**config.mk**
```make
export PLATFORM = sky130hd
export DESIGN_NAME = key_pulse_gen
export DESIGN_NICKNAME = d
export VERILOG_FILES = /design/src/rtl/key_pkg.sv /design/src/rtl/key_channel.sv /design/src/rtl/key_pulse_gen.sv
export SDC_FILE = /design/constraint.sdc
export NUM_CORES = 1
export LEC_CHECK = 0
export BUFFER_PORTS_ARGS = -buffer_cell sky130_fd_sc_hd__buf_2
export CORE_MARGIN = 2
export CORE_UTILIZATION = 48
export CTS_BUF_LIST = sky130_fd_sc_hd__clkbuf_4 sky130_fd_sc_hd__clkbuf_8
export CTS_CLUSTER_SIZE = 25
export DETAILED_ROUTE_END_ITERATION = 12
export PLACE_DENSITY = 0.66
export SYNTH_ARGS = -nofsm -noshare
export SYNTH_HDL_FRONTEND = slang
export SYNTH_SLANG_ARGS = --single-unit
```
**constraint.sdc**
```tcl
create_clock -name CLOCK_50 -period 5.74 [get_ports CLOCK_50]
set_input_delay 1.148 -clock CLOCK_50 [delete_from_list [all_inputs] [get_ports CLOCK_50]]
set_output_delay 1.148 -clock CLOCK_50 [all_outputs]
set_load 0.05 [all_outputs]
```
**src/rtl/key_pkg.sv**
```systemverilog
// Shared types, widths and helpers for the push-button front end.
package key_pkg;

  localparam int unsigned STATE_W  = 3;
  localparam int unsigned DCNT_W   = 8;
  localparam int unsigned RCNT_W   = 16;
  localparam int unsigned MS_PER_S = 1000;

  typedef enum logic [STATE_W-1:0] {
    IDLE  = 3'd0,
    DEB_P = 3'd1,
    WAIT  = 3'd2,
    RPT   = 3'd3,
    DEB_R = 3'd4
  } key_state_e;

  // Saturating increments: counters stop at their compare value.
  function automatic logic [DCNT_W-1:0] dcnt_step(input logic [DCNT_W-1:0] cnt,
                                                  input logic [DCNT_W-1:0] lim);
    return (cnt >= lim) ? cnt : cnt + DCNT_W'(1);
  endfunction

  function automatic logic [RCNT_W-1:0] rcnt_step(input logic [RCNT_W-1:0] cnt,
                                                  input logic [RCNT_W-1:0] lim);
    return (cnt >= lim) ? cnt : cnt + RCNT_W'(1);
  endfunction

endpackage

```
**src/rtl/key_channel.sv**
```systemverilog
// One button: two-flop synchroniser, debounce/auto-repeat FSM and its counters.
module key_channel
  import key_pkg::*;
#(
  parameter int unsigned DEBOUNCE_MS     = 10,
  parameter int unsigned REPEAT_DELAY_MS = 500,
  parameter int unsigned REPEAT_RATE_MS  = 100
) (
  input  logic clk,
  input  logic rst_n,
  input  logic key,
  input  logic tick,
  output logic press,
  output logic rel,
  output logic held
);

  localparam logic [DCNT_W-1:0] DEB_LIM  = DCNT_W'(DEBOUNCE_MS);
  localparam logic [RCNT_W-1:0] DLY_LIM  = RCNT_W'(REPEAT_DELAY_MS);
  localparam logic [RCNT_W-1:0] RATE_LIM = RCNT_W'(REPEAT_RATE_MS);
  localparam bit                RPT_EN   = (REPEAT_RATE_MS != 0);

  logic              sync1;
  logic              sync2;
  logic              ks;
  key_state_e        state;
  key_state_e        ret_state;
  logic [DCNT_W-1:0] dcnt;
  logic [DCNT_W-1:0] dcnt_inc;
  logic [RCNT_W-1:0] rcnt;
  logic [RCNT_W-1:0] rcnt_inc;
  logic [RCNT_W-1:0] rcnt_lim;

  // Synchroniser idles at the released level so reset never looks like a press.
  always_ff @(posedge clk or negedge rst_n) begin
    if (!rst_n) begin
      sync1 <= 1'b1;
      sync2 <= 1'b1;
    end else begin
      sync1 <= key;
      sync2 <= sync1;
    end
  end

  assign ks       = ~sync2;
  assign rcnt_lim = (state == RPT) ? RATE_LIM : DLY_LIM;
  assign dcnt_inc = dcnt_step(dcnt, DEB_LIM);
  assign rcnt_inc = rcnt_step(rcnt, rcnt_lim);

  always_ff @(posedge clk or negedge rst_n) begin
    if (!rst_n) begin
      state     <= IDLE;
      ret_state <= WAIT;
      dcnt      <= '0;
      rcnt      <= '0;
      press     <= 1'b0;
      rel       <= 1'b0;
      held      <= 1'b0;
    end else begin
      press <= 1'b0;
      rel   <= 1'b0;
      case (state)
        IDLE: begin
          if (ks) begin
            dcnt  <= '0;
            state <= DEB_P;
          end
        end
        DEB_P: begin
          if (!ks) begin
            state <= IDLE;
          end else if (tick) begin
            dcnt <= dcnt_inc;
            if (dcnt_inc == DEB_LIM) begin
              press <= 1'b1;
              held  <= 1'b1;
              rcnt  <= '0;
              state <= WAIT;
            end
          end
        end
        WAIT, RPT: begin
          // Release debounce remembers where to resume so repeat timing freezes.
          if (!ks) begin
            dcnt      <= '0;
            ret_state <= state;
            state     <= DEB_R;
          end else if (tick) begin
            if (state == WAIT && RPT_EN && rcnt_inc == DLY_LIM) begin
              press <= 1'b1;
              rcnt  <= '0;
              state <= RPT;
            end else if (state == RPT && rcnt_inc == RATE_LIM) begin
              press <= 1'b1;
              rcnt  <= '0;
            end else begin
              rcnt <= rcnt_inc;
            end
          end
        end
        DEB_R: begin
          if (ks) begin
            state <= ret_state;
          end else if (tick) begin
            dcnt <= dcnt_inc;
            if (dcnt_inc == DEB_LIM) begin
              rel   <= 1'b1;
              held  <= 1'b0;
              state <= IDLE;
            end
          end
        end
        default: state <= IDLE;
      endcase
    end
  end

endmodule

```
**src/rtl/key_pulse_gen.sv**
```systemverilog
// Push-button front end: shared 1 ms prescaler feeding one debounce channel per key.
module key_pulse_gen
  import key_pkg::*;
#(
  parameter int unsigned N_KEYS          = 2,
  parameter int unsigned CLK_HZ          = 50000000,
  parameter int unsigned DEBOUNCE_MS     = 10,
  parameter int unsigned REPEAT_DELAY_MS = 500,
  parameter int unsigned REPEAT_RATE_MS  = 100
) (
  input  logic              CLOCK_50,
  input  logic              RESET_N,
  input  logic [N_KEYS-1:0] KEY,
  output logic [N_KEYS-1:0] PRESS,
  output logic [N_KEYS-1:0] RELEASE,
  output logic [N_KEYS-1:0] HELD
);

  localparam int unsigned   TICK_DIV = CLK_HZ / MS_PER_S;
  localparam int unsigned   PRE_W    = (TICK_DIV > 1) ? $clog2(TICK_DIV) : 1;
  localparam logic [PRE_W-1:0] PRE_MAX = PRE_W'(TICK_DIV - 1);

  logic [PRE_W-1:0] pre_cnt;
  logic             tick;

  assign tick = (pre_cnt == PRE_MAX);

  // Free-running millisecond prescaler shared by all keys.
  always_ff @(posedge CLOCK_50 or negedge RESET_N) begin
    if (!RESET_N) begin
      pre_cnt <= '0;
    end else begin
      pre_cnt <= tick ? '0 : pre_cnt + PRE_W'(1);
    end
  end

  for (genvar i = 0; i < N_KEYS; i++) begin : g_key
    key_channel #(
      .DEBOUNCE_MS    (DEBOUNCE_MS),
      .REPEAT_DELAY_MS(REPEAT_DELAY_MS),
      .REPEAT_RATE_MS (REPEAT_RATE_MS)
    ) u_channel (
      .clk  (CLOCK_50),
      .rst_n(RESET_N),
      .key  (KEY[i]),
      .tick (tick),
      .press(PRESS[i]),
      .rel  (RELEASE[i]),
      .held (HELD[i])
    );
  end

endmodule

```
**After elaboration in Yosys (flattened, before gate mapping)**

Cells that the tools add are included.

- Add/subtract/negate cells: 5
- $lt $le $gt $ge: 4
- Equal/unequal tests: 47
- Muxes and demuxes: 91
- Reductions and logical operators: 24

Operator list:

| operator | count |
|---|---|
| two-way mux 16 bit | 17 |
| two-way mux 8 bit | 12 |
| case mux 16 bit (2 select lines) | 2 |
| case mux 8 bit (4 select lines) | 2 |
| two-way mux 3 bit | 20 |
| adder 16 x 1 -> 16 bit, second input constant | 3 |
| equality test 16 x 7 -> 1 bit, second input constant | 2 |
| equality test 16 x 9 -> 1 bit, second input constant | 2 |
| >= comparator 16 bit | 2 |
| two-way mux 1 bit | 30 |
| AND reduction 7 bit | 4 |
| inequality test 2 bit, second input constant | 12 |
| case mux 3 bit (4 select lines) | 2 |
| two-way mux 9 bit | 2 |
| adder 8 x 1 -> 8 bit, second input constant | 2 |
| equality test 16 bit, second input constant | 1 |
| equality test 8 x 4 -> 1 bit, second input constant | 2 |
| >= comparator 8 x 4 -> 1 bit, second input constant | 2 |
| inequality test 2 x 1 -> 1 bit, second input constant | 8 |
| equality test 3 x 2 -> 1 bit, second input constant | 4 |
| inequality test 3 x 1 -> 1 bit, second input constant | 4 |
| inequality test 3 x 2 -> 1 bit, second input constant | 4 |
| inequality test 3 bit, second input constant | 4 |
| AND reduction 6 bit | 2 |
| other kinds (10) | 26 |

- Register bits after elaboration: 86
- Input port bits: 4
- Output and inout port bits: 6
- Word-level logic and storage cells: 190

**Longest topological paths before layout**

- Depth in word-level cells: 11
- Depth in mapped cells: 10
- Mapped depth without buffers: 10

**Hierarchy**

Synthesis repeated with hierarchy kept, for this count alone.

- Cell total of the unflattened synthesis: 510
- Area total of the unflattened synthesis: 4778.3 µm²

By module, submodules not included:

| module | times used | cells an instance | area each (µm²) | sequential area each (µm²) |
|---|---|---|---|---|
| key_channel (g_key[1].u_channel) | 1 | 227 | 2018.2 | 879.6 |
| key_channel (g_key[0].u_channel) | 1 | 215 | 2009.4 | 879.6 |
| key_pulse_gen | 1 | 68 | 750.7 | 400.4 |

**Worst setup path before layout**

Ideal clock, no wire load.

- Path kind: register to register
- From: register g_key[0].u_channel.rcnt[13]
- To: register g_key[0].u_channel.rcnt[5]
- Library setup time: 0.126 ns
- Data arrival time: 2.555 ns
- Required time: 5.614 ns
- Slack: 3.059 ns
- Stages on the path, launching flop included: 9
- Buffers on the path: 0
- Period minus slack after synthesis: 2.681 ns
- Cells stage by stage: dfrtp_1 -> nor4_4 -> o211ai_2 -> a211o_1 -> or3_4 -> a2111oi_4 -> a31oi_4 -> and3_1 -> a221o_1

- Word-level cells in the longest chain between the ends: 9
- Elaborated cells between the ends (all ways): 12
- Classes of those cells: 1 x add/sub; 1 x order compare; 2 x eq/ne; 6 x mux; 2 x reduce/logical

RTL lines:

| what | RTL line | RTL |
|---|---|---|
| from (decl) | key_channel.sv:30 | `logic [RCNT_W-1:0] rcnt;` |
| from (signal assigned) | key_channel.sv:97 | `rcnt <= rcnt_inc;` |
| adder 16 x 1 -> 16 bit / >= comparator 16 bit (equally long branches) | key_pkg.sv:25 | `return (cnt >= lim) ? cnt : cnt + RCNT_W'(1);` |
| two-way mux 16 bit * | key_pkg.sv:25 |  |
| equality test 16 x 7 -> 1 bit | key_channel.sv:93 | `end else if (state == RPT && rcnt_inc == RATE_LIM) begin` |
| logical AND 1 bit | key_channel.sv:93 |  |
| two-way mux 16 bit | key_channel.sv:93 |  |
| two-way mux 16 bit * | key_channel.sv:89 | `if (state == WAIT && RPT_EN && rcnt_inc == DLY_LIM) begin` |
| two-way mux 16 bit * | key_channel.sv:88 | `end else if (tick) begin` |
| two-way mux 16 bit * | key_channel.sv:84 | `if (!ks) begin` |
| case mux 16 bit (2 select lines) * | key_channel.sv:62 | `case (state)` |

Every way passes the cells marked *; elsewhere a longest branch is shown, timed or not. The select of a mux whose other input is x is not followed.
A chain may end at the register's enable or synchronous reset.

**Final worst setup path**

- From: register g_key[1].u_channel.rcnt[4]
- To: register g_key[1].u_channel.rcnt[6]

- Word-level cells in the longest chain between the ends: 9
- Elaborated cells between the ends (all ways): 12
- Classes of those cells: 1 x add/sub; 1 x order compare; 2 x eq/ne; 6 x mux; 2 x reduce/logical

RTL lines:

| what | RTL line |
|---|---|
| from (decl) | key_channel.sv:30 |
| from (signal assigned) | key_channel.sv:97 |
| adder 16 x 1 -> 16 bit / >= comparator 16 bit (equally long branches) | key_pkg.sv:25 |
| two-way mux 16 bit * | key_pkg.sv:25 |
| equality test 16 x 7 -> 1 bit | key_channel.sv:93 |
| logical AND 1 bit | key_channel.sv:93 |
| two-way mux 16 bit | key_channel.sv:93 |
| two-way mux 16 bit * | key_channel.sv:89 |
| two-way mux 16 bit * | key_channel.sv:88 |
| two-way mux 16 bit * | key_channel.sv:84 |
| case mux 16 bit (2 select lines) * | key_channel.sv:62 |

Marks and branches as above.

==> metrics.yaml <==
outcome:
  status: "completed"
finish:
  stdcell_area_sq_mm: 0.00519
  fillers: 890
  nets: 529
  drive_above_1_share: 0.0902
  layout_commonest_cell: "dfrtp_1"
  num_antenna_cells: 0
  layout_common_cells: "80 x dfrtp_1, 51 x nor2_1, 40 x nand2_1"
  syn_to_final_growth_pct: 7.35
floorplanning:
  dieHeight_um: 104
  core_area_sq_mm: 0.00977
  die_w_um: 104
  start_util: 0.494
  dieArea_sq_mm: 0.0109
  ios: 10
  rows: 36
sta:
  max_freq_mhz: 328
  setup_viol: 0
  fin_setup_tns_ps: 0
  worst_pin_slew_ps: 1070
  report.final.hold_viol_count: 0
  finClkSkew_ps: 14.4
  max_slew_margin: 0.284
  fin_crit_ps: 3050
  finalWorstSetupSlack_ps: 2690
  fin_crit_sh: 0.531
  slew_violations: 0
  rsz0062_at_grt: "no"
grt:
  overflow: 0
  grt_max_degree: 87
  antenna_found_initial: 0
  track_usage: 0.182
  grt_pass1_wl_um: 16600
  grt_pass1_vias: 3532
placed_design:
  dp_slack_ps: 2770
  routabilityCongestion: 0.917
  io_buffer_count: 9
  post-dp-hpwl_um: 6700
  placed_area_sq_mm: 0.00491
logic_synthesis:
  ys_top_cells_by_area: "dfrtp_1 41%, nor2_1 4.0%, dfstp_2 3.3%"
  yosysUniqueCellTypes: 68
  synth_edf_count: 0
  ys_seq_area_frac: 0.447
  synth_top_area_share: 0.414
  synth_top_cell_by_area: "dfrtp_1"
  synth-main-ff-cell: "dfrtp_1"
  syn-num-nets: 536
  synthArstFlopShare: 1.00
  syn-instance-count: 523
  synth-seq-cells: 86
  syn_avg_cell_area_sq_um: 9.24
  yosysWarnings: 0
  synth_area_sq_mm: 0.00483
worst_setup_path:
  cp_cell_sequence: "nand3_1, o311ai_0, nor2_1, a21oi_1, o22ai_1, and2_1, or4_1, o31ai_1"
  critPathKind: "flop to flop"
  crit_arrival_ps: 3300
  critPathTopFamily: "simple AND/OR/NAND/NOR gates"
  cp_max_fo: 15
  cp_data_required_time_ps: 5990
  cpPeakStageDelay_ps: 620
  path_buf_inv: 0
  cp_slowest_cell: "dfrtp_1"
  endpoint_kind: "flop"
  crit_path_start_kind: "flop"
clock_tree:
  h-tree-depth: 3
  clockBufferDepth: 2
  clock_latency_ps: 350
  root_buffer: "clkbuf_8"
  cts_resized: 0
  cts_sinks: 86
  path_clk_slew_ps: 80
  cts_tree: "built"
  cts-buffers-inserted: 9
  post_cts_buffers: 0
  ctsHoldBuffers: 0
power:
  p_comb_frac: 0.137
  leakage_nw: 2.26
  p_sw_mw: 0.385
  seqPwrFrac: 0.472
  p_per_area_mw_per_mm2: 279
  fin_total_pwr_mw: 1.45
  p_clk_frac: 0.391
  switching_share: 0.266
  cell_internal_pwr_mw: 1.06
  ir_drop_uv: 153
worst_hold_path:
  hp-class: "flop to flop"
job:
  maxCapViolations: 0
detailed_routing:
  initialDrtViolationCount: 157
  routed_wl_um: 9570
  wire_per_inst_um: 14.6
  vias_per_cell: 5.86
  met3_length_um: 342
  wl_met1_um: 4620
  antenna_left: 0
  dr.pass1.iters: 4
  drc_errors: 0
  wl_met2_um: 4500
  top_layer_used: "met4"
  detailroute.via_count: 3833
## layout make-up
type	count	area (sq um)	share of cell area
Clock inverter	4	120	0.0232
Timing Repair Buffer	10	55.1	0.0106
Sequential cell	86	2160	0.416
Inverter	22	82.6	0.0159
Multi-Input combinational cell	387	2450	0.473
Tap cell	133	166	0.0321
Clock buffer	12	153	0.0294
## routing by layer
metal  up-vias  track usage
li1       1885            -
met1      1847        0.254
met2        87        0.284
met3        14       0.0294
met4         0       0.0676
met5         -            0
## kinds of logic after synthesis
logic type	count (synthesis)	share of synthesized area
multiplexers	9	0.0194
AO/OA/AOI/OAI	127	0.186
AND/OR/NAND/NOR	224	0.246
adder cells (fa/ha/maj)	9	0.0233
XOR/XNOR	18	0.0326
buffers and inverters	50	0.0458
flip-flops	86	0.447
## cell usage after synthesis, types with 3 or more instances
cell / n
or3_1: 5
nand3b_1: 6
a31oi_1: 11
o21a_1: 5
nand4_1: 9
xnor2_1: 8
buf_4: 6
a211oi_1: 4
nor3_1: 11
or4_1: 3
nor2b_1: 18
mux2_2: 3
inv_1: 22
ha_1: 9
xor2_1: 10
mux2i_1: 6
a41o_1: 3
a22oi_1: 3
nand2_1: 40
and2_1: 14
a21boi_0: 3
nor4_1: 7
a2111oi_0: 3
clkbuf_1: 13
nand3_1: 27
buf_2: 9
o22ai_1: 4
a21oi_1: 25
o21ai_0: 27
and3_1: 9
nor4bb_1: 3
nor2_1: 51
o31ai_1: 7
nand2b_1: 9
a221o_1: 3
a21o_1: 3
dfrtp_1: 80
dfstp_2: 6
## stage by stage
step,util,hold slack (ps),instances
6_report,0.531,368,654
5_1_grt,0.531,370,654
4_1_cts,0.531,366,654
3_5_place_dp,0.503,359,638
3_3_place_gp,0.503,363,638
2_1_floorplan,-,345,523
## worst reg2reg max path, cell delays in order, from the launching register on
cell	delay, ps
dfrtp_1	620
nand3_1	200
o311ai_0	480
nor2_1	170
a21oi_1	230
o22ai_1	170
and2_1	200
or4_1	620
o31ai_1	260
## flip-flops by register name (all words and copies together) (netlist names), 6 cells and up
signal,flops
g_key.u_channel.rcnt,32
g_key.u_channel.dcnt,16
pre_cnt,16
g_key.u_channel.ret_state,6
g_key.u_channel.state,6
## power groups by stage
stage               clock (mW)  combinational [mW]  sequential, mW
floorplan                    0               0.171           0.667
global placement             0               0.191           0.691
detailed placement           0               0.197           0.693
CTS                      0.579               0.198           0.681
global route             0.612               0.226           0.689
finish                   0.566               0.198           0.684
## final timing paths
kind | slack, ps | cells past startpoint | endpoint | startpoint
hold reg to reg | 370 | 0 | g_key[0].u_channel.sync2 | g_key[0].u_channel.sync1
min in group asynchronous | 930 | 1 | g_key[0].u_channel.rcnt[2] | RESET_N
setup / recovery | 2690 | 8 | g_key[1].u_channel.rcnt[6] | g_key[1].u_channel.rcnt[4]
setup reg to reg | 2690 | 8 | g_key[1].u_channel.rcnt[6] | g_key[1].u_channel.rcnt[4]
max in group asynchronous | 4060 | 1 | pre_cnt[1] | RESET_N
hold / removal | 370 | 0 | g_key[0].u_channel.sync2 | g_key[0].u_channel.sync1
(Power assumes the default switching activity.)
